<file path="src/rtl/pulse_gen_pkg.sv">
// Shared definitions for the pulse train generator: mode codes and FSM
// state encoding.
package pulse_gen_pkg;

   localparam logic [1:0] MODE_CONT    = 2'd0;
   localparam logic [1:0] MODE_ONESHOT = 2'd1;
   localparam logic [1:0] MODE_BURST   = 2'd2;

   typedef enum logic [1:0] {
      ST_IDLE   = 2'd0,
      ST_RUN_HI = 2'd1,
      ST_RUN_LO = 2'd2
   } state_e;

endpackage

</file>
<file path="src/rtl/pulse_cfg_latch.sv">
// Captures the train configuration when a start is accepted and holds the
// derived effective period/width so the running train is immune to config
// changes.
// Ports:
//   clk, nrst           clock, async active-low reset
//   load                capture strobe (accepted start)
//   mode .. burst_len   raw configuration inputs
//   mode_q              latched mode (3 folded to ONESHOT)
//   per_q               effective period P, at least 2
//   wid_q               effective high width W, 1 .. P-1
//   blen_q              effective burst length, at least 1
module pulse_cfg_latch
   import pulse_gen_pkg::*;
#(
   parameter int CNT_W   = 32,
   parameter int BURST_W = 8,
   parameter int PW      = CNT_W + 4
) (
   input  logic               clk,
   input  logic               nrst,
   input  logic               load,
   input  logic [1:0]         mode,
   input  logic [1:0]         rate_sel,
   input  logic [CNT_W-1:0]   period,
   input  logic [CNT_W-1:0]   width,
   input  logic [BURST_W-1:0] burst_len,
   output logic [1:0]         mode_q,
   output logic [PW-1:0]      per_q,
   output logic [PW-1:0]      wid_q,
   output logic [BURST_W-1:0] blen_q
);

   logic [1:0]         mode_d;
   logic [PW-1:0]      per_d, wid_d, p_raw, p_eff, w_ext;
   logic [BURST_W-1:0] blen_d;

   // PW leaves one bit above CNT_W+3 so all-ones period at rate_sel=3 cannot wrap.
   always_comb begin
      p_raw  = (PW'(period) + PW'(1)) << rate_sel;
      p_eff  = (p_raw < PW'(2)) ? PW'(2) : p_raw;
      w_ext  = PW'(width);
      mode_d = mode_q;
      per_d  = per_q;
      wid_d  = wid_q;
      blen_d = blen_q;
      if (load) begin
         mode_d = (mode == 2'd3) ? MODE_ONESHOT : mode;
         per_d  = p_eff;
         if (width == '0)
            wid_d = PW'(1);
         else if (w_ext >= p_eff)
            wid_d = p_eff - PW'(1);   // keep at least one low cycle
         else
            wid_d = w_ext;
         blen_d = (burst_len == '0) ? BURST_W'(1) : burst_len;
      end
   end

   always_ff @(posedge clk or negedge nrst) begin
      if (!nrst) begin
         mode_q <= MODE_CONT;
         per_q  <= '0;
         wid_q  <= '0;
         blen_q <= '0;
      end else begin
         mode_q <= mode_d;
         per_q  <= per_d;
         wid_q  <= wid_d;
         blen_q <= blen_d;
      end
   end

endmodule

</file>
<file path="src/rtl/pulse_train_gen.sv">
// Programmable pulse train generator: continuous, one-shot or burst trains
// with period/width/prescale control, start/stop, busy/done status.
// Ports:
//   clk, nrst      clock, async active-low reset
//   start, stop    launch (IDLE only) / synchronous abort (stop wins)
//   mode           0 CONT, 1 ONESHOT, 2 BURST, 3 ONESHOT
//   rate_sel       prescale, P = (period+1) << rate_sel
//   period, width  base period minus one, high time
//   burst_len      pulses per burst (0 means 1)
//   out            registered pulse output
//   busy, done     train running / 1-cycle completion strobe
//   pulse_cnt      pulses emitted since last start
module pulse_train_gen
   import pulse_gen_pkg::*;
#(
   parameter int CNT_W   = 32,
   parameter int BURST_W = 8
) (
   input  logic               clk,
   input  logic               nrst,
   input  logic               start,
   input  logic               stop,
   input  logic [1:0]         mode,
   input  logic [1:0]         rate_sel,
   input  logic [CNT_W-1:0]   period,
   input  logic [CNT_W-1:0]   width,
   input  logic [BURST_W-1:0] burst_len,
   output logic               out,
   output logic               busy,
   output logic               done,
   output logic [BURST_W-1:0] pulse_cnt
);

   localparam int PW = CNT_W + 4;

   state_e             state_q, state_d;
   logic [PW-1:0]      cnt_q, cnt_d, cnt_inc;
   logic [BURST_W-1:0] pcnt_q, pcnt_d;
   logic               out_q, out_d, busy_q, busy_d, done_q, done_d;
   logic               load;
   logic [1:0]         mode_l;
   logic [PW-1:0]      per_l, wid_l;
   logic [BURST_W-1:0] blen_l;

   pulse_cfg_latch #(.CNT_W(CNT_W), .BURST_W(BURST_W), .PW(PW)) u_cfg (
      .clk       (clk),
      .nrst      (nrst),
      .load      (load),
      .mode      (mode),
      .rate_sel  (rate_sel),
      .period    (period),
      .width     (width),
      .burst_len (burst_len),
      .mode_q    (mode_l),
      .per_q     (per_l),
      .wid_q     (wid_l),
      .blen_q    (blen_l)
   );

   // cnt_q is the cycle index inside the current period: 0..W-1 high, W..P-1 low.
   always_comb begin
      state_d = state_q;
      cnt_d   = cnt_q;
      pcnt_d  = pcnt_q;
      done_d  = 1'b0;
      load    = 1'b0;
      cnt_inc = cnt_q + PW'(1);
      unique case (state_q)
         ST_IDLE: begin
            if (start && !stop) begin
               state_d = ST_RUN_HI;
               cnt_d   = '0;
               pcnt_d  = BURST_W'(1);
               load    = 1'b1;
            end
         end
         ST_RUN_HI: begin
            cnt_d = cnt_inc;
            if (cnt_inc == wid_l) state_d = ST_RUN_LO;
         end
         ST_RUN_LO: begin
            if (cnt_inc == per_l) begin
               cnt_d = '0;
               if (mode_l == MODE_CONT ||
                   (mode_l == MODE_BURST && pcnt_q < blen_l)) begin
                  state_d = ST_RUN_HI;
                  pcnt_d  = pcnt_q + BURST_W'(1);
               end else begin
                  state_d = ST_IDLE;
                  done_d  = 1'b1;
               end
            end else begin
               cnt_d = cnt_inc;
            end
         end
         default: state_d = ST_IDLE;
      endcase
      // Abort overrides everything: no done, pulse count frozen.
      if (stop && state_q != ST_IDLE) begin
         state_d = ST_IDLE;
         cnt_d   = '0;
         pcnt_d  = pcnt_q;
         done_d  = 1'b0;
      end
      out_d  = (state_d == ST_RUN_HI);
      busy_d = (state_d != ST_IDLE);
   end

   always_ff @(posedge clk or negedge nrst) begin
      if (!nrst) begin
         state_q <= ST_IDLE;
         cnt_q   <= '0;
         pcnt_q  <= '0;
         out_q   <= 1'b0;
         busy_q  <= 1'b0;
         done_q  <= 1'b0;
      end else begin
         state_q <= state_d;
         cnt_q   <= cnt_d;
         pcnt_q  <= pcnt_d;
         out_q   <= out_d;
         busy_q  <= busy_d;
         done_q  <= done_d;
      end
   end

   assign out       = out_q;
   assign busy      = busy_q;
   assign done      = done_q;
   assign pulse_cnt = pcnt_q;

endmodule

</file>
<file path="config.mk">
export PLATFORM = sky130hd
export DESIGN_NAME = pulse_train_gen
export DESIGN_NICKNAME = d
export VERILOG_FILES = /design/src/rtl/pulse_gen_pkg.sv /design/src/rtl/pulse_cfg_latch.sv /design/src/rtl/pulse_train_gen.sv
export SDC_FILE = /design/constraint.sdc
export NUM_CORES = 1
export LEC_CHECK = 0
export ABC_AREA = 1
export CAP_MARGIN = 20
export CORE_UTILIZATION = 31
export CTS_CLUSTER_DIAMETER = 80
export CTS_CLUSTER_SIZE = 8
export DETAILED_ROUTE_END_ITERATION = 8
export HOLD_SLACK_MARGIN = 0.02
export PLACE_DENSITY_LB_ADDON = 0.1
export SLEW_MARGIN = 30
export SYNTH_ARGS = -nofsm -noshare
export SYNTH_HDL_FRONTEND = slang
export SYNTH_SLANG_ARGS = --single-unit
</file>
<file path="constraint.sdc">
create_clock -name clk -period 2.37 [get_ports clk]
set_input_delay 0.474 -clock clk [delete_from_list [all_inputs] [get_ports clk]]
set_output_delay 0.474 -clock clk [all_outputs]
set_load 0.03 [all_outputs]
</file>
======== Word-level counts from Yosys, hierarchy flattened ========
Cells that the tools add are included.
W data, S select, Z words.
operators by class
  add/subtract/negate cells ............... 4
  order comparisons ....................... 3
  eq/ne operators ......................... 11
  shifts and indexed selects .............. 1
  mux-type cells .......................... 25
  bitwise gates (word level) .............. 1
  reductions and logical operators ........ 15
operators by type and width
  kind                     count
  $mux W36                 6
  $pmux W36 S3             1
  $eq A36 B36 Y1           2
  $add A36 B1 Y36 const B  1
  $ge A32 B36 Y1           1
  $lt A36 B2 Y1 const B    1
  $shl A36 B2 Y36          1
  $sub A36 B1 Y36 const B  1
  $add A32 B1 Y33 const B  1
  $logic_not A32 Y1        1
  $mux W8                  4
  $pmux W8 S2              1
  $mux W2                  5
  $add A8 B1 Y8 const B    1
  $logic_not A8 Y1         1
  $lt A8 B8 Y1             1
  $mux W1                  7
  $eq A2 B2 Y1 const B     3
  $ne A2 B2 Y1 const B     3
  $pmux W2 S3              1
  $reduce_bool A2 Y1       3
  $reduce_and A5 Y1        1
  $eq A2 B1 Y1 const B     2
  $logic_not A2 Y1         2
  7 further kinds          9
storage, ports and cells
  register bits after elaboration ......... 131
  output and inout bits ................... 11

======== Longest topological paths before layout ========
Gate-level depths: netlist (run 1).
  word-level depth ........................ 8
  depth in mapped cells ................... 36
  depth with buffers taken out ............ 35

======== By module ========
Synthesis (run 1) repeated with hierarchy kept, for this count alone.
unflattened totals
  cells, all modules ...................... 1982
  area, all modules ....................... 12250.5 um^2
by module, submodules not included
  module           instances  cells an instance  area an instance (um^2)
  pulse_cfg_latch  1          1143               7312.0
  pulse_train_gen  1          839                4938.5

======== Least setup slack after synthesis (run 1) ========
No wires, ideal clock.
  path type ............................... input -> register
  from .................................... input period[0]
  to ...................................... register u_cfg.wid_q[15]
  library setup time ...................... 0.123 ns
  arrival ................................. 3.790 ns
  slack ................................... -1.543 ns
  stages on the path ...................... 34
  buffers on the path ..................... 1
  cell sequence ........................... ha_1 -> nand2_1 -> nor2_4 -> nand3_2 -> nor2_1 -> nand2_1 -> nand2_1 -> nand3_1 -> nand3_1 -> nand2_1 -> nor2_1 -> nand2_1 -> nor2_2 -> nand3_4 -> nand2_1 -> inv_1 -> ha_1 -> inv_1 -> nor2_1 -> o211ai_1 -> nand2_1 -> a21oi_1 -> nand3_1 -> o21ai_0 -> nand2_1 -> nand2_1 -> nand2_1 -> nand2_1 -> nor2_4 -> buf_2 -> nor2_1 -> nor2_1 -> o21ai_0 -> nand2_1
on the way
  word-level cells in the longest chain between the ends .. 7
  elaborated cells between the ends (all ways) .. 8
  those cells by class .................... add/sub: 2; order compare: 2; shift: 1; mux: 3
ends and longest elaborated chain
  item                                                      RTL line                                      source
  start, declared                                           pulse_train_gen.sv:25                         input logic [CNT_W-1:0] period,
  $add A32 B1 Y33 (*)                                       pulse_cfg_latch.sv:39                         p_raw = (PW'(period) + PW'(1)) << rate_sel;
  $shl A36 B2 Y36 (*)                                       pulse_cfg_latch.sv:39
  $lt A36 B2 Y1                                             pulse_cfg_latch.sv:40                         p_eff = (p_raw < PW'(2)) ? PW'(2) : p_raw;
  $mux W36 (*)                                              pulse_cfg_latch.sv:40
  $sub A36 B1 Y36 / $ge A32 B36 Y1 (equally long branches)  pulse_cfg_latch.sv:52, pulse_cfg_latch.sv:51
  $mux W36 (*)                                              pulse_cfg_latch.sv:51                         else if (w_ext >= p_eff)
  $mux W36 (*)                                              pulse_cfg_latch.sv:49                         if (width == '0)
  end signal, assigned                                      pulse_cfg_latch.sv:68                         wid_q <= wid_d;
  end, declared                                             pulse_cfg_latch.sv:29                         output logic [PW-1:0] wid_q,
Mark *: on every way between the ends. The rest lies on a longest branch, timed or not.
A chain may end at the register's enable or synchronous reset.

======== Final worst setup path (run 1) ========
  from .................................... input period[0]
  to ...................................... register u_cfg.wid_q[5]
Same word-level chain as after synthesis.

==> results of run 1 <==
## worst max-delay path, delay by kind of cell
kind,cells,cell delay (ns)
simple gates,14,1.19
compound gates,4,0.51
fa+ha+maj,2,0.29
buf+inv,12,1.51
## through the flow
stage          std cells  TNS [ns]  hold WS, ns  instance area (um^2)
2_1_floorplan       1846    -45.43       0.1784                 11780
3_3_place_gp        2806   -119.54       0.4766                 16570
3_5_place_dp        2806   -122.72       0.4759                 16570
4_1_cts             2893    -71.00      0.02616                 18670
5_1_grt             2901    -89.88      0.04202                 19220
6_report            2901    -72.55      0.01875                 19220
## state kept, by name (all words and copies together) (netlist names)
register      count
busy              1
cnt_q            36
done              1
out               1
pulse_cnt         8
state_q           2
u_cfg.blen_q      8
u_cfg.mode_q      2
u_cfg.per_q      36
u_cfg.wid_q      36
## worst max path at each step
stage / from / to / slack (ns) / depth (start not counted)
5_1_grt: period[0] / u_cfg.wid_q[30] / -1.52 / 36
3_3_place_gp: period[0] / u_cfg.wid_q[23] / -2.48 / 36
6_report: period[0] / u_cfg.wid_q[5] / -1.30 / 32
3_5_place_dp: period[0] / u_cfg.wid_q[24] / -2.53 / 34
4_1_cts: period[1] / u_cfg.wid_q[24] / -1.29 / 33
2_1_floorplan: period[0] / u_cfg.wid_q[10] / -1.28 / 32
## power by group through the flow
stage,Sequential [W],Clock [W],Combinational [W]
final,0.00340,0.00292,0.00504
after global routing,0.00348,0.00309,0.00559
after CTS,0.00339,0.00299,0.00499
after detailed placement,0.00341,0,0.00432
after global placement,0.00339,0,0.00428
after floorplan,0.00329,0,0.00247
## Yosys cell counts, types with 4 or more instances
cell | n | area (um^2)
nand4_1 | 48 | 300.3
nand3_1 | 206 | 1031
xor2_1 | 31 | 271.5
buf_6 | 4 | 45.04
nand3b_1 | 19 | 142.6
nand2_2 | 7 | 43.79
nor2_4 | 9 | 101.4
o22ai_1 | 15 | 93.84
buf_2 | 9 | 45.04
o21ai_0 | 118 | 590.6
nor2_2 | 10 | 62.56
nor4_1 | 11 | 68.82
nor2_1 | 188 | 705.7
ha_1 | 47 | 588.1
or2_2 | 10 | 62.56
nor3_1 | 30 | 150.1
buf_1 | 6 | 22.52
o21a_1 | 5 | 37.54
o211ai_1 | 15 | 112.6
clkbuf_1 | 26 | 97.59
o31ai_1 | 4 | 30.03
xnor2_1 | 27 | 236.5
inv_2 | 4 | 15.01
nand2_1 | 577 | 2166
a21oi_1 | 34 | 170.2
inv_1 | 211 | 792.0
o21ai_1 | 9 | 45.04
dfrtp_1 | 131 | 3278
## cells by family after synthesis
| logic type | share of synthesized area [%] |
|---|---|
| AO/OA/AOI/OAI | 10.35 |
| flip-flops | 28.16 |
| AND/OR/NAND/NOR | 42.91 |
| XOR/XNOR | 4.783 |
| buffers and inverters | 8.739 |
| adder cells (fa/ha/maj) | 5.052 |
## final cells by class
cell class / count / area (um^2) / area share, %
clock buffer: 20 / 466.7 / 2.428
inverter: 215 / 812.0 / 4.225
multi-input combinational: 1457 / 8853 / 46.06
clock inverter: 11 / 173.9 / 0.9049
timing repair buffer: 599 / 5050 / 26.27
tap: 468 / 585.6 / 3.047
sequential: 131 / 3278 / 17.06
## per-layer routing
metal	track usage [%]	wire length (um)
met5	0	0
met4	11.00	1881
met3	2.802	1464
met2	43.44	22870
met1	30.87	20660
## what timing repair did
action,4_1_cts,5_1_grt
endpoints found under the setup margin,92,86
resized for setup,357,149
pin swaps,122,102
gates cloned,5,0
buffers inserted,55,17
==> impl_summary.log, run 1 <==
INFO  metric outcome = finished with violations
INFO  metric violated_checks = setup timing
INFO  metric cp_data_arrival_time = 3.99 ns
INFO  metric cts_buffers = 17
INFO  metric coreArea = 0.03679 mm^2
INFO  metric grt_first_pass_wirelength = 73.79 mm
INFO  metric timing.rr.start = cnt_q[0]
INFO  metric crit_path_top_delay_cell = buf_12
INFO  metric flow.area_growth_from_synthesis = 65.12%
INFO  metric maxSlewHeadroom = 61.30%
INFO  metric cp-start-kind = input pin
INFO  metric via_per_inst = 4.795
INFO  metric cap_violations = 0
INFO  metric clock_tree.root_cell = clkbuf_16
INFO  metric worst_path_setup_slack_after_routing = -1.296 ns
INFO  metric cts_hold_buf = 0
INFO  metric post_route_cells_drive_above_1_share = 37.24%
INFO  metric hp-class = in -> async
INFO  metric drt-wirelength-per-cell = 16.16 um
INFO  metric floorplan.die_area = 0.03833 mm^2
INFO  metric part_of_the_total_power_dissipated_in_sequential_elements = 29.9%
INFO  metric hold_viol = 0
INFO  metric detailedPlacementHpwl = 37.11 mm
INFO  metric tritoncts = yes
INFO  metric drt_first_iter_violations = 674
INFO  metric worst-path-max-fanout = 36
INFO  metric clkPwrFrac = 25.7%
INFO  metric final_util = 52.25%
INFO  metric cellInternalPower = 0.007028 W
INFO  metric grt_overall_usage = 24.89%
INFO  metric maximum_single_stage_delay_on_the_critical_path = 0.21 ns
INFO  metric globalRouteOverflowTotal = 0
INFO  metric worst_ep_required_time = 2.69 ns
INFO  metric ys_warn_count = 0
INFO  metric tightest_slew = 0.5805 ns
INFO  metric numClockSinks = 131
INFO  metric final-max-slew-violation-count = 0
INFO  metric portBuffers = 90
INFO  metric route.antenna.remaining_nets = 0
INFO  metric worst_setup_path_end_kind = flop
INFO  metric clock-skew-final = 0.01422 ns
INFO  metric report.power.total = 0.01137 W
INFO  metric gp_congestion = 0.9137
INFO  metric yosys.cell_types.count = 45
INFO  metric worst_setup_hold_path_clk_slew = 0.06 ns
INFO  metric die_width = 195.8 um
INFO  metric ctsLongestPathBuffers = 2
INFO  metric synth_edf_count = 0
INFO  metric net_count_of_the_mapped_netlist = 1973
INFO  metric clk-insertion-delay-late = 0.44 ns
INFO  metric route.detailed.drc = 0
INFO  metric setup_violation_total_in_the_final_timing_report = 84
INFO  metric finalWirelength = 46.88 mm
INFO  metric r2r_slack = -0.72 ns
INFO  metric cp_dominant_cell_by_count = buf_4
INFO  metric synth_ff_type = dfrtp_1
INFO  metric finalNetCount = 2548
INFO  metric height_of_the_chip = 195.8 um
INFO  metric post_layout_minimum_cycle_time = 3.666 ns
INFO  metric ys_async_sr_fraction = 100.0%
INFO  metric synthesis.area = 0.01164 mm^2
INFO  metric grt_start_max_net_pins = 77
INFO  metric layout_common_cells = nand2_1 (468), buf_4 (462), inv_1 (196)
INFO  metric fillCellCount = 3646
INFO  metric io-pin-count = 91
INFO  metric ff2ff_path_depth = 22
INFO  metric vdd.ir_drop.worst = 0.4118 mV
INFO  metric netSwitchingFraction = 38.18%
INFO  metric pre_cts_ws = -2.533 ns
INFO  metric initial_antenna_violation_count = 0
INFO  metric p_leak = 9.240 nW
INFO  metric detailedRoute.firstPassIterationCount = 5
INFO  metric p_comb_share = 44.3%
INFO  metric p_per_cell_area = 591.5 mW/mm^2
INFO  metric critical_setup_path_kind = in -> reg
INFO  metric synthesized_netlist_cell_count = 1846
INFO  metric worstReg2RegEnd = cnt_q[34]
INFO  metric row_count = 70
INFO  metric num_antenna_cells = 0
INFO  metric final_min_period_over_clock_period = 154.7%
INFO  metric clock.fmax = 272.8 MHz
INFO  metric vias_in_the_first_global_route = 13900
INFO  metric yosys_register_bits = 131
INFO  metric syn_avg_cell_area = 6.305 um^2
INFO  metric floorplan.initialDensity = 31.64%
INFO  metric ctsHtreeMaxLevel = 4
INFO  metric via_count = 13910
INFO  metric grt_setup_unrepaired = yes
INFO  metric p_sw = 0.004340 W
INFO  metric mostFrequentLayoutCell = nand2_1
INFO  metric yosysSeqAreaShare = 28.16%
No activity file was read; power rests on OpenSTA's default activity.
==> run 2: changes to the inputs <==
--- a/config.mk
+++ b/config.mk
@@ -15,2 +15,3 @@
 export PLACE_DENSITY_LB_ADDON = 0.1
+export SETUP_SLACK_MARGIN = 0.1
 export SLEW_MARGIN = 30
--- a/constraint.sdc
+++ b/constraint.sdc
@@ -3,2 +3,2 @@
 set_output_delay 0.474 -clock clk [all_outputs]
-set_load 0.03 [all_outputs]
+set_load 0.02 [all_outputs]
==> run 2 against run 1 <==
  * The run still ends with setup timing left
  * Non-clock buffer count shrank 2
  * Utilization shrank 0.51 points
  * Sequential share of layout area grew 0.18 points
  * Worst hold slack gained 0.48 ns
  * First-iteration DRC count shrank 8.3%
  * Routed wire length grew 0.93%
  * Clock power shrank 5%
  * Flip-flop and latch count is the same
  * Combinational power is essentially flat
  * Largest power group unchanged
==> impl_summary.log, run 2 (same netlist as run 1, synthesis figures left out) <==
INFO  metric outcome = finished with violations
INFO  metric violated_checks = setup timing
INFO  metric crit_path_top_delay_cell = nor2_4
INFO  metric flow.area_growth_from_synthesis = 63.50%
INFO  metric r2r_slack = -0.66 ns
INFO  metric grt_start_max_net_pins = 73
INFO  metric hold_depth = 2
INFO  metric post_layout_minimum_cycle_time = 3.834 ns
INFO  metric cap_violations = 0
INFO  metric finalWirelength = 47.31 mm
INFO  metric gp_congestion = 0.9392
INFO  metric ctsLongestPathBuffers = 2
INFO  metric mostFrequentLayoutCell = nand2_1
INFO  metric clock-skew-final = 0.01167 ns
INFO  metric numClockSinks = 131
INFO  metric vdd.ir_drop.worst = 0.4296 mV
INFO  metric p_per_cell_area = 588.8 mW/mm^2
INFO  metric cp_data_arrival_time = 4.16 ns
INFO  metric globalRouteOverflowTotal = 0
INFO  metric netSwitchingFraction = 38.62%
INFO  metric critical_setup_path_kind = in -> reg
INFO  metric num_antenna_cells = 0
INFO  metric drt-wirelength-per-cell = 16.33 um
INFO  metric setup_violation_total_in_the_final_timing_report = 83
INFO  metric cellInternalPower = 0.006877 W
INFO  metric cp-start-kind = input pin
INFO  metric tritoncts = yes
INFO  metric worst_setup_hold_path_clk_slew = 0.06 ns
INFO  metric p_comb_share = 44.9%
INFO  metric worstReg2RegEnd = cnt_q[12]
INFO  metric tightest_slew = 0.5517 ns
INFO  metric holdPathEnd = u_cfg.wid_q[26]
INFO  metric layout_common_cells = nand2_1 (472), buf_4 (460), inv_1 (198)
INFO  metric timing.rr.start = cnt_q[9]
INFO  metric final_min_period_over_clock_period = 161.8%
INFO  metric io-pin-count = 91
INFO  metric hold_viol = 0
INFO  metric maxSlewHeadroom = 63.18%
INFO  metric clock_tree.root_cell = clkbuf_16
INFO  metric cp_dominant_cell_by_count = nand2_1
INFO  metric fillCellCount = 3714
INFO  metric ctsHtreeMaxLevel = 4
INFO  metric place.detailed.instances = 2806
INFO  metric multiInputGateArea = 0.008740 mm^2
INFO  metric height_of_the_chip = 195.8 um
INFO  metric worst_ep_required_time = 2.70 ns
INFO  metric detailedRoute.firstPassIterationCount = 4
INFO  metric vias_in_the_first_global_route = 13880
INFO  metric hp-class = reg -> reg
INFO  metric floorplan.initialDensity = 31.64%
INFO  metric drt_first_iter_violations = 618
INFO  metric via_per_inst = 4.809
INFO  metric startpoint = period[0]
INFO  metric coreArea = 0.03679 mm^2
INFO  metric maximum_single_stage_delay_on_the_critical_path = 0.22 ns
INFO  metric floorplan.die_area = 0.03833 mm^2
INFO  metric finalHoldWorstSlack = 0.4962 ns
INFO  metric reg.largest.list = cnt_q: 36 flops, u_cfg.per_q: 36 flops, u_cfg.wid_q: 36 flops
INFO  metric worst-path-max-fanout = 9
INFO  metric row_count = 70
INFO  metric ff2ff_path_depth = 20
INFO  metric detailedPlacementHpwl = 37.43 mm
INFO  metric sequential_cell_area = 0.003279 mm^2
INFO  metric totalNegativeSetupSlack = -74.70 ns
INFO  metric p_leak = 9.125 nW
INFO  metric grt_overall_usage = 25.18%
INFO  metric worst_setup_path_end_kind = flop
INFO  metric p_sw = 0.004328 W
INFO  metric cts_buffers = 17
INFO  metric part_of_the_total_power_dissipated_in_sequential_elements = 30.3%
INFO  metric final_util = 51.73%
INFO  metric grt_first_pass_wirelength = 74.82 mm
INFO  metric final-max-slew-violation-count = 0
INFO  metric initial_antenna_violation_count = 0
INFO  metric worst_path_setup_slack_after_routing = -1.464 ns
INFO  metric route.antenna.remaining_nets = 0
INFO  metric grt_setup_unrepaired = yes
INFO  metric clock.fmax = 260.8 MHz
INFO  metric clkPwrFrac = 24.8%
INFO  metric final_std_cells_w_o_fill = 2898
INFO  metric route.detailed.drc = 0
INFO  metric via_count = 13940
INFO  metric post_route_cells_drive_above_1_share = 36.34%
INFO  metric finalNetCount = 2546
INFO  metric die_width = 195.8 um
INFO  metric min-delay-start = u_cfg.wid_q[26]
INFO  metric report.power.total = 0.01121 W
INFO  metric clk-insertion-delay-late = 0.45 ns
INFO  metric portBuffers = 90
==> run 2: cell count changes in the layout (fill, tap and decap cells not counted), moves of 4 or more <==
cell / delta
nand2_4: -10
o21ai_2: +4
nor3_1: -4
nor2_1: +5
o21ai_1: -4
buf_6: -6
nand2_2: +6
nand3_1: +10
nand3_2: -11
nor2_4: -8
nand2_1: +4
==> run 2: power groups by stage <==
stage,clock [W],sequential (W),combinational (W)
finish,0.00278,0.00340,0.00503
global route,0.00292,0.00348,0.00557
CTS,0.00282,0.00338,0.00493
detailed placement,0,0.00342,0.00429
global placement,0,0.00341,0.00425
floorplan,0,0.00328,0.00247
==> run 2: worst max-delay path, delay by kind of cell <==
| family | cells | cell delay [ns] |
|---|---|---|
| AOI/OAI and AO/OA | 4 | 0.55 |
| adders and majority gates | 2 | 0.36 |
| buffers and inverters | 8 | 0.82 |
| and+or+nand+nor | 24 | 1.96 |
==> run 2: layout make-up <==
cell class | instances | share of cell area [%]
Multi-Input combinational cell | 1457 | 45.92
Timing Repair Buffer | 597 | 26.38
Sequential cell | 131 | 17.23
Inverter | 215 | 4.254
Tap cell | 468 | 3.077
Clock buffer | 18 | 2.308
Clock inverter | 12 | 0.8284
==> run 2: how the worst max path moves through the flow <==
stage / to / slack (ns) / cells after the start
6_report: u_cfg.wid_q[16] / -1.46 / 38
3_3_place_gp: u_cfg.wid_q[30] / -2.50 / 36
2_1_floorplan: u_cfg.wid_q[10] / -1.28 / 32
3_5_place_dp: u_cfg.wid_q[16] / -2.58 / 34
5_1_grt: u_cfg.wid_q[17] / -1.76 / 40
4_1_cts: u_cfg.wid_q[16] / -1.39 / 37
==> run 2: layer usage <==
layer	vias to the layer above	share of wire (%)	track usage, %
li1	7207	-	-
met1	6404	44	32.02
met2	251	50	44.76
met3	75	2.7	2.269
met4	0	3.1	8.247
met5	-	0	0
==> run 2: repair_timing <==
action	CTS	global route
gates cloned	6	3
buffers inserted	40	19
hold endpoints to repair	36	0
hold buffers	1	0
resized for setup	294	156
pin swaps	72	91
setup endpoints to repair	98	85
==> run 2: metrics by stage <==
step	setup WS (ns)	instance area, um^2
CTS	-1.389	18350
global placement	-2.499	16540
floorplan	-1.281	11780
global route	-1.760	19030
finish	-1.464	19030
detailed placement	-2.585	16540
==> run 3: changes to the inputs <==
Settings changed: CORE_UTILIZATION 31 to 55, CTS_CLUSTER_SIZE 8 to 28.
==> run 3 against run 2 <==
  * The run now fails in 5_1_grt
  * Synthesized cell count unchanged
  * Area after synthesis unchanged
==> impl_summary.log, run 3 <==
INFO  metric synthTopCellsByArea = dfrtp_1 (28%), nand2_1 (19%), nand3_1 (8.9%)
INFO  metric net_count_of_the_mapped_netlist = 1973
INFO  metric die_width = 147.5 um
INFO  metric synthSimpleGateAreaFrac = 42.91%
INFO  metric post_synth_mux_area_share = 0%
INFO  metric flow.first_error = [ERROR GRT-0232] Routing congestion too high. Check the congestion heatmap in the GUI.
INFO  metric synth_top_area_share = 28.16%
INFO  metric outcome = stopped before the end
INFO  metric height_of_the_chip = 147.5 um
INFO  metric syn_avg_cell_area = 6.305 um^2
INFO  metric cts_hold_buf = 0
INFO  metric synth-compound-area-share = 10.35%
INFO  metric synthesized_netlist_cell_count = 1846
INFO  metric yosysSeqAreaShare = 28.16%
INFO  metric ctsHtreeMaxLevel = 4
INFO  metric globalRouteOverflowTotal = 159
INFO  metric gp_congestion = 0.9989
INFO  metric yosys_register_bits = 131
INFO  metric globalroute.repair_timing.worst_endpoint = u_cfg.wid_q[5]$_DFFE_PN0P_/D
INFO  metric floorplan.initialDensity = 56.79%
INFO  metric synth_ff_type = dfrtp_1
INFO  metric grt_overall_usage = 81.41%
INFO  metric grt_start_max_net_pins = 72
INFO  metric worst-endpoint-pin-kind = register data pin
INFO  metric stop_stage = 5_1_grt
INFO  metric yosys.cell_count.top_type = nand2_1
INFO  metric cts_buffers = 17
INFO  metric clock_tree.root_cell = clkbuf_16
INFO  metric portBuffers = 90
INFO  metric row_count = 52
INFO  metric ys_warn_count = 0
INFO  metric yosys.cell_types.count = 45
INFO  metric detailedPlacementHpwl = 36.21 mm
INFO  metric post-synth-top-area-cell = dfrtp_1
INFO  metric synthesis.area = 0.01164 mm^2
INFO  metric io-pin-count = 91
INFO  metric ys_async_sr_fraction = 100.0%
INFO  metric synth_xor_xnor_area_share = 4.783%
INFO  metric synth_top_family_by_area = simple AND/OR/NAND/NOR gates
INFO  metric share_of_synthesized_cell_area_in_full_adder_half_adder_and_majority_cells = 5.052%
INFO  metric ctsLongestPathBuffers = 2
INFO  metric synth.top_cells.by_count = nand2_1 (577), inv_1 (211), nand3_1 (206)
INFO  metric numClockSinks = 131
INFO  metric synth_edf_count = 0
-- run 3: cell counts after synthesis --
No cell type changed its count.
-- run 3: timing repair --
item / CTS
pin swaps: 84
cloned: 7
buffers inserted: 46
resized for setup: 355
setup endpoints to repair: 95
hold endpoints to repair: 0
-- run 3: metrics by stage --
stage          utilization (%)  hold slack [ns]  cell area, um^2  setup slack [ns]  cells
3_3_place_gp             78.20           0.4675            16030            -2.415   2576
2_1_floorplan                -           0.1784            11780            -1.281   1846
3_5_place_dp             78.20           0.4757            16030            -2.510   2576
4_1_cts                  88.05          0.05357            18050            -1.379   2661
-- run 3: cells by family after synthesis --
kind of cell | count (synthesis)
buffers and inverters | 260
AND/OR/NAND/NOR | 1132
flip-flops | 131
adder cells (fa/ha/maj) | 47
AO/OA/AOI/OAI | 215
XOR/XNOR | 61
-- run 3: routing by layer --
metal	GRT overflow	GRT usage, %
met1	2	81.11
met2	88	97.36
met3	3	66.57
met4	66	82.63
met5	0	35.23
==> run 4: changes to the inputs <==
Settings changed: CORE_UTILIZATION 55 to 40, CTS_CLUSTER_DIAMETER 80 to default, CTS_CLUSTER_SIZE 28 to default, HOLD_SLACK_MARGIN 0.02 to default, PLACE_DENSITY_LB_ADDON 0.1 to 0.15, SETUP_SLACK_MARGIN 0.1 to default.
Clock period 2.37 ns to 3.1 ns, I/O delays scaled along.
==> run 4 against run 3 <==
  * The flow now finishes, with violations (setup timing)
==> impl_summary.log, run 4 (same netlist as run 1, synthesis figures left out) <==
INFO  metric clk-insertion-delay-late = 0.43 ns
INFO  metric highest_routed_layer = met4
INFO  metric p_comb_share = 41.4%
INFO  metric initial_antenna_violation_count = 0
INFO  metric totalNegativeSetupSlack = -29.61 ns
INFO  metric placedInstanceArea = 0.01508 mm^2
INFO  metric clock.fmax = 248.1 MHz
INFO  metric cp_data_arrival_time = 4.31 ns
INFO  metric finalWirelength = 42.46 mm
INFO  metric cap_violations = 0
INFO  metric tightest_slew = 0.5301 ns
INFO  metric portBuffers = 90
INFO  metric p_sw = 0.003017 W
INFO  metric finalHoldWorstSlack = 0.09567 ns
INFO  metric clkPwrFrac = 25.7%
INFO  metric dr_wl_met3 = 1.350 mm
INFO  metric worst_setup_hold_path_clk_slew = 0.06 ns
INFO  metric maxSlewHeadroom = 64.66%
INFO  metric grt_first_pass_wirelength = 68.34 mm
INFO  metric startpoint = period[1]
INFO  metric worst_path_setup_slack_after_routing = -0.9310 ns
INFO  metric coreArea = 0.02870 mm^2
INFO  metric part_of_the_total_power_dissipated_in_sequential_elements = 32.9%
INFO  metric critical_setup_path_kind = in -> reg
INFO  metric via_count = 13490
INFO  metric final-max-slew-violation-count = 0
INFO  metric floorplan.initialDensity = 40.55%
INFO  metric final_min_period_over_clock_period = 130.0%
INFO  metric timing.rr.start = cnt_q[0]
INFO  metric detailedPlacementHpwl = 33.88 mm
INFO  metric post_layout_inst_area = 0.01724 mm^2
INFO  metric route.detailed.drc = 0
INFO  metric drt_first_iter_violations = 745
INFO  metric p_leak = 8.270 nW
INFO  metric grt_start_max_net_pins = 71
INFO  metric maximum_single_stage_delay_on_the_critical_path = 0.53 ns
INFO  metric post_route_cells_drive_above_1_share = 30.14%
INFO  metric wirelength_met1 = 18.46 mm
INFO  metric height_of_the_chip = 172.6 um
INFO  metric cp-start-kind = input pin
INFO  metric ff2ff_path_depth = 20
INFO  metric grt_overall_usage = 28.80%
INFO  metric violated_checks = setup timing
INFO  metric vdd.ir_drop.worst = 0.4303 mV
INFO  metric drt-wirelength-per-cell = 16.08 um
INFO  metric clock-skew-final = 0.01605 ns
INFO  metric cts_buffers = 17
INFO  metric route.antenna.remaining_nets = 0
INFO  metric floorplan.die_area = 0.02979 mm^2
INFO  metric fillCellCount = 2712
INFO  metric multiInputGateArea = 0.008484 mm^2
INFO  metric post_layout_minimum_cycle_time = 4.031 ns
INFO  metric flow.area_growth_from_synthesis = 48.09%
INFO  metric numClockSinks = 131
INFO  metric p_per_cell_area = 454.6 mW/mm^2
INFO  metric netSwitchingFraction = 38.50%
INFO  metric r2r_slack = 0.16 ns
INFO  metric die_width = 172.6 um
INFO  metric row_count = 62
INFO  metric io-pin-count = 91
INFO  metric mostFrequentLayoutCell = nand2_1
INFO  metric layout_common_cells = nand2_1 (483), buf_4 (306), inv_1 (201)
INFO  metric globalRouteOverflowTotal = 0
INFO  metric worstReg2RegEnd = pulse_cnt[0]
INFO  metric hold_viol = 0
INFO  metric tritoncts = yes
INFO  metric worst_setup_path_end_kind = flop
INFO  metric setup_violation_total_in_the_final_timing_report = 34
INFO  metric gp_congestion = 0.9525
INFO  metric reg.largest.list = cnt_q: 36 flops, u_cfg.per_q: 36 flops, u_cfg.wid_q: 36 flops
INFO  metric via_per_inst = 5.110
INFO  metric detailedRoute.firstPassIterationCount = 7
INFO  metric sequential_cell_area = 0.003279 mm^2
INFO  metric finalNetCount = 2370
INFO  metric cts_hold_buf = 0
INFO  metric worst_ep_required_time = 3.38 ns
INFO  metric final_util = 60.06%
INFO  metric grt_setup_unrepaired = yes
INFO  metric cellInternalPower = 0.004819 W
INFO  metric num_antenna_cells = 0
INFO  metric met2_wirelength = 21.04 mm
INFO  metric clock_tree.root_cell = clkbuf_16
INFO  metric hp-class = in -> async
INFO  metric worst-path-max-fanout = 7
INFO  metric ctsHtreeMaxLevel = 4
INFO  metric ctsLongestPathBuffers = 2
INFO  metric outcome = finished with violations
INFO  metric vias_in_the_first_global_route = 13310
INFO  metric crit_path_top_delay_cell = a2111oi_2
run 4: cell type report:
cell class / count / share of cell area (%)
inverters: 215 / 4.725
multi-input cells: 1455 / 49.22
repair buffers: 423 / 20.85
well taps: 384 / 2.787
flip-flops and latches: 131 / 19.02
clock buffers: 18 / 2.490
clock inverters: 14 / 0.9001
run 4: worst max-delay path, delay by kind of cell:
family | cells | cell delay, ns
AOI/OAI and AO/OA | 4 | 0.86
adders and majority gates | 2 | 0.43
buffers and inverters | 9 | 1.08
and+or+nand+nor | 15 | 1.32
run 4: timing repair:
action,4_1_cts,5_1_grt
pin swaps,80,42
gates cloned,3,0
buffers inserted,45,9
resized for setup,306,129
setup endpoints to repair,34,81
run 4: how the worst max path moves through the flow:
stage | depth (start not counted) | to
3_3_place_gp | 35 | u_cfg.wid_q[10]
5_1_grt | 38 | u_cfg.wid_q[2]
2_1_floorplan | 32 | u_cfg.wid_q[10]
6_report | 30 | u_cfg.wid_q[24]
3_5_place_dp | 33 | u_cfg.wid_q[10]
4_1_cts | 37 | u_cfg.wid_q[8]
run 4: per-stage QoR:
stage / setup WS [ns] / power (W) / cells
after floorplan: -0.6973 / 0.004356 / 1846
after global placement: -1.854 / 0.005486 / 2553
after detailed placement: -2.019 / 0.005558 / 2553
after CTS: -0.8479 / 0.007791 / 2632
after global routing: -1.220 / 0.008382 / 2640
final: -0.9310 / 0.007836 / 2640
run 4: power groups by stage:
stage / logic [W] / clock network (W) / registers [W]
finish: 0.00324 / 0.00202 / 0.00258
global route: 0.00362 / 0.00212 / 0.00264
CTS: 0.00317 / 0.00205 / 0.00257
detailed placement: 0.00296 / 0 / 0.00260
global placement: 0.00291 / 0 / 0.00258
floorplan: 0.00185 / 0 / 0.00250
run 4: layer usage:
layer | up-vias | track usage [%]
li1 | 6857 | -
met1 | 6240 | 35.70
met2 | 317 | 50.67
met3 | 77 | 2.770
met4 | 0 | 12.61
met5 | - | 0
